File: src/rtl/multi_tick_gen.sv
// rtl/multi_tick_gen.sv - multi-channel programmable tick, strobe and square-wave generator
module multi_tick_gen #(
  parameter int NUM_CH         = 4,
  parameter int CNT_W          = 24,
  parameter int DEFAULT_PERIOD = 500000,
  parameter int DEFAULT_PHASE  = 299999,
  localparam int CH_W          = (NUM_CH > 1) ? $clog2(NUM_CH) : 1
) (
  input  logic              Origin_Clock,
  input  logic              reset,
  input  logic [NUM_CH-1:0] ch_en,
  input  logic              sync_clr,
  input  logic              cfg_valid,
  output logic              cfg_ready,
  input  logic [CH_W-1:0]   cfg_ch,
  input  logic [CNT_W-1:0]  cfg_period,
  input  logic [CNT_W-1:0]  cfg_phase,
  input  logic              cfg_mode,
  output logic [NUM_CH-1:0] pulse,
  output logic [NUM_CH-1:0] square,
  output logic [NUM_CH-1:0] busy
);

  localparam logic [CNT_W-1:0] DEF_PER  = CNT_W'(DEFAULT_PERIOD);
  localparam logic [CNT_W-1:0] DEF_PH   = CNT_W'(DEFAULT_PHASE);
  localparam logic [CNT_W-1:0] ONE      = CNT_W'(1);
  localparam logic [CNT_W-1:0] TWO      = CNT_W'(2);
  localparam logic [CH_W:0]    CH_LIMIT = (CH_W + 1)'(NUM_CH);

  logic [CNT_W-1:0]  count  [NUM_CH];
  logic [CNT_W-1:0]  period [NUM_CH];
  logic [CNT_W-1:0]  phase  [NUM_CH];
  logic [NUM_CH-1:0] mode;
  logic [NUM_CH-1:0] done;

  logic              pending;
  logic [CH_W-1:0]   slot_ch;
  logic [CNT_W-1:0]  slot_period;
  logic [CNT_W-1:0]  slot_phase;
  logic              slot_mode;

  logic [NUM_CH-1:0] at_end;
  logic [NUM_CH-1:0] apply;
  logic [NUM_CH-1:0] fire;
  logic              slot_bad;

  assign cfg_ready = ~pending;

  // A pending slot lands only where the target channel cannot be mid-period:
  // at its wrap, while disabled, or after a one-shot has fired.
  always_comb begin
    slot_bad = pending & ({1'b0, slot_ch} >= CH_LIMIT);
    for (int i = 0; i < NUM_CH; i++) begin
      at_end[i] = count[i] >= (period[i] - ONE);
      apply[i]  = pending & (slot_ch == CH_W'(i)) & (~ch_en[i] | done[i] | at_end[i]);
      fire[i]   = ch_en[i] & ~done[i] & (count[i] == phase[i]);
      pulse[i]  = ~reset & fire[i];
      square[i] = ~reset & ch_en[i] & ~done[i] & (count[i] < (period[i] >> 1));
      busy[i]   = ~reset & ch_en[i] & mode[i] & ~done[i];
    end
  end

  always_ff @(posedge Origin_Clock or posedge reset) begin
    if (reset) begin
      pending     <= 1'b0;
      slot_ch     <= '0;
      slot_period <= TWO;
      slot_phase  <= '0;
      slot_mode   <= 1'b0;
      mode        <= '0;
      done        <= '0;
      for (int i = 0; i < NUM_CH; i++) begin
        count[i]  <= '0;
        period[i] <= DEF_PER;
        phase[i]  <= DEF_PH;
      end
    end else begin
      if (!pending) begin
        if (cfg_valid) begin
          pending     <= 1'b1;
          slot_ch     <= cfg_ch;
          slot_period <= (cfg_period < TWO) ? TWO : cfg_period;
          slot_phase  <= cfg_phase;
          slot_mode   <= cfg_mode;
        end
      end else if (slot_bad || (|apply)) begin
        pending <= 1'b0;
      end

      for (int i = 0; i < NUM_CH; i++) begin
        if (apply[i]) begin
          period[i] <= slot_period;
          phase[i]  <= slot_phase;
          mode[i]   <= slot_mode;
          count[i]  <= '0;
          done[i]   <= 1'b0;
        end else if (!ch_en[i]) begin
          count[i]  <= '0;
          done[i]   <= 1'b0;
        end else begin
          if (sync_clr) begin
            count[i] <= '0;
          end else if (!done[i]) begin
            count[i] <= at_end[i] ? '0 : count[i] + ONE;
          end
          if (fire[i] && mode[i]) begin
            done[i] <= 1'b1;
          end
        end
      end
    end
  end

endmodule

File: config.mk
export PLATFORM = sky130hd
export DESIGN_NAME = multi_tick_gen
export DESIGN_NICKNAME = d
export VERILOG_FILES = /design/src/rtl/multi_tick_gen.sv
export SDC_FILE = /design/constraint.sdc
export NUM_CORES = 1
export LEC_CHECK = 0
export ABC_AREA = 1
export BUFFER_PORTS_ARGS = -buffer_cell sky130_fd_sc_hd__buf_2
export CAP_MARGIN = 40
export CORE_ASPECT_RATIO = 0.9
export CORE_MARGIN = 2
export CORE_UTILIZATION = 61
export DETAILED_ROUTE_END_ITERATION = 16
export HOLD_SLACK_MARGIN = 0.08
export PLACE_DENSITY = 0.82
export SLEW_MARGIN = 20
export SYNTH_ARGS = -nofsm -noshare
export SYNTH_HDL_FRONTEND = slang
export SYNTH_SLANG_ARGS = --single-unit
export TNS_END_PERCENT = 20
File: constraint.sdc
create_clock -name Origin_Clock -period 11.68 [get_ports Origin_Clock]
set_input_delay 0.584 -clock Origin_Clock [delete_from_list [all_inputs] [get_ports Origin_Clock]]
set_output_delay 0.584 -clock Origin_Clock [all_outputs]
set_load 0.02 [all_outputs]
==> impl_metrics.json <==
{
  "ys_seq_area_share_pct": 39.2,
  "fillCellCount": 2955,
  "clock_path_buffers": 3,
  "synth_most_common_cell": "nand2_1",
  "rsz0062_at_grt": "no",
  "power_density_nw_per_um2": 230,
  "die_x_um": 206,
  "area_growth_pct": 10.7,
  "cts_tree": "built",
  "synthTopCellsByArea": "dfrtp_1, nand2_1, ha_1, dfstp_2, inv_1",
  "nets": 3235,
  "grt_max_degree": 104,
  "cts_sinks": 348,
  "max_cap_violations": 0,
  "setup_ws_ns": 7.50,
  "slew_headroom_pct": 44.7,
  "fin_skew_ns": 0.0250,
  "synth_top_cell_area_share_pct": 30.2,
  "syn_inst": 2918,
  "comb_power_share_pct": 39.9,
  "worstSetupEndpointType": "flip-flop",
  "hold_class": "in -> reg",
  "hold_buffers": 0,
  "pwr-share-clk_pct": 24.6,
  "timing.final.crit_share_pct": 35.8,
  "p_int_mw": 3.28,
  "required_ns": 12.16,
  "grt_pass1_vias": 19300,
  "setup_violations": 0,
  "ys_warn_count": 0,
  "boundaryPins": 72,
  "critPathBufInv": 4,
  "core_area_um2": 36300,
  "port-buffer-count": 71,
  "clk_latency_ns": 0.56,
  "first_iter_violations": 1811,
  "vias": 20000,
  "htreeDepth": 2,
  "clk_pin_slew_ns": 0.06,
  "ys.flop_type": "dfrtp_1",
  "grt_usage_pct": 35.0,
  "hpwl_um": 49300,
  "row_count": 66,
  "antenna_left": 0,
  "numCtsBuffers": 38,
  "arrival_ns": 4.66,
  "drive_gt1_share_pct": 10.5,
  "start_kind": "flip-flop",
  "cts_setup_buffers": 0,
  "ys_seq_elements": 348,
  "final_max_slew_viol_count": 0,
  "grt_pass1_wl_um": 103000,
  "hold_violations": 0,
  "max_freq_mhz": 239,
  "cts-resized-gates": 0,
  "firstDrtPassIters": 6,
  "place.gp.congestion": 1.04,
  "postLayoutCoreUtil_pct": 68.6,
  "critPathSlowestCell": "buf_4",
  "critical_path_class": "reg -> reg",
  "antenna_found_initial": 0,
  "post-place-ws_ns": 7.48,
  "status": "finished, final reports clean",
  "fin_setup_tns_ns": 0,
  "ir_worst_vdd_v": 0.000184,
  "switching_share_pct": 42.6,
  "cts-root-buf": "clkbuf_16",
  "synth.avg_cell_area_um2": 7.70,
  "start_util_pct": 62.0,
  "critPathMaxFanout": 100,
  "synth_edf_count": 0,
  "wl_um": 65600,
  "worstMarginPinSlew_ns": 0.828,
  "ys_top_cells_by_count": "nand2_1, inv_1, nor2_1",
  "max_stage_delay_ns": 0.62,
  "syn-cell-area_um2": 22500,
  "pwr-share-seq_pct": 35.5,
  "routedWlPerCell_um": 18.8,
  "routed_via_density": 5.73,
  "whs_ns": 0.234,
  "crit_family": "simple AND/OR/NAND/NOR gates",
  "p_leak_nw": 12.1,
  "async_flop_share_pct": 100,
  "crit_path_cell_trace": "inv_1, ha_1, inv_1, nor2_1, nand3_1, nor2_2, nand2_1, nor2_2, nand4_1, xor2_1, inv_1, ha_1, nand2_1, nor2_1, nand4_1, a21oi_1, nor2_1, nand3_1, nand2_2, buf_4, nand2_1, a21oi_1",
  "overflow": 0,
  "die_y_um": 186,
  "diodes": 0,
  "power.switching_mw": 2.43,
  "syn_nets": 3169,
  "ys_types": 51,
  "die_area_um2": 38400,
  "drcViolationCount": 0,
  "synth_top_cell_by_area": "dfrtp_1",
  "total_power_mw": 5.72,
  "final.min_clock_period_ns": 4.18
}
-- worst reg2reg max path, stage by stage, from the launching register on --
cell     delay, ns
dfrtp_1       0.38
inv_1         0.15
ha_1          0.23
inv_1         0.05
nor2_1        0.18
nand3_1       0.18
nor2_2        0.20
nand2_1       0.14
nor2_2        0.17
nand4_1       0.14
xor2_1        0.17
inv_1         0.06
ha_1          0.26
nand2_1       0.10
nor2_1        0.08
nand4_1       0.12
a21oi_1       0.06
nor2_1        0.15
nand3_1       0.11
nand2_2       0.08
buf_4         0.62
nand2_1       0.27
a21oi_1       0.21
-- cells by family (layout without fill, tap and decap cells) --
kind of cell | Yosys count | in the layout | synth area share [%]
AND/OR/NAND/NOR | 1276 | 1276 | 24.7
flip-flops | 348 | 348 | 39.2
AO/OA/AOI/OAI | 459 | 459 | 10.9
adder cells (fa/ha/maj) | 192 | 192 | 10.7
buffers and inverters | 483 | 579 | 8.29
XOR/XNOR | 160 | 160 | 6.24
-- layer usage --
layer	routed length (um)	global-route usage, %	part of all wire [%]	up-vias
li1	-	-	-	9554
met1	27900	46.8	42	9448
met2	28500	54.4	43	810
met3	5380	6.57	8.2	189
met4	3810	18.2	5.8	2
met5	81	1.59	0.12	-
-- power by group through the flow --
stage | registers [mW] | logic [mW] | clock network [mW]
2_1_floorplan | 1.92 | 1.57 | 0
3_3_place_gp | 2.02 | 2.09 | 0
3_5_place_dp | 2.03 | 2.20 | 0
4_1_cts | 2.02 | 2.23 | 1.41
5_1_grt | 2.08 | 2.56 | 1.46
6_report | 2.03 | 2.28 | 1.41
-- sequential cells by signal (all words and copies together) (netlist names) --
register and count:
mode 4, slot_period 24, done 4, pending 1, slot_mode 1, period 96
slot_phase 24, phase 96, count 96, slot_ch 2
-- worst paths after layout --
path	from	to	slack, ns	depth (start not counted)
max in group asynchronous	reset	period[41]	8.68	6
min	cfg_phase[20]	slot_phase[20]	0.23	3
max	period[48]	done[1]	7.50	22
max reg2reg	period[48]	done[1]	7.50	22
min reg2reg	period[70]	period[70]	0.48	2
min in group asynchronous	reset	count[78]	0.29	2
-- metrics by stage --
stage	cells	instance area, um^2
6_report	3490	24900
5_1_grt	3490	24900
4_1_cts	3485	24800
3_5_place_dp	3415	23300
3_3_place_gp	3410	23200
2_1_floorplan	2918	22500
-- cell type report --
type / instances / area [um^2] / share of cell area, %
clock inverters: 23 / 387 / 1.55
well taps: 476 / 596 / 2.39
inverters: 420 / 1590 / 6.40
multi-input cells: 2087 / 11800 / 47.5
clock buffers: 47 / 1080 / 4.33
repair buffers: 89 / 604 / 2.43
flip-flops and latches: 348 / 8800 / 35.4
-- layout by cell type (no fill, tap or decap), types with 8 or more instances in the layout --
cell type and count:
nand2_2 8, bufinv_16 9, dfstp_2 77, nand3_1 95, buf_2 72, o21a_1 10
o22ai_1 19, nand4_1 58, buf_4 8, xnor2_1 13, nor4_1 19, o211ai_1 8
inv_1 409, nor2_1 306, nor2_2 13, o21ai_0 299, clkbuf_16 39, inv_2 8
a21oi_1 94, nand2_1 679, nor3_1 40, or2_2 17, dfrtp_1 271, xor2_1 147
ha_1 192
Power figures use the tool's default switching activity.
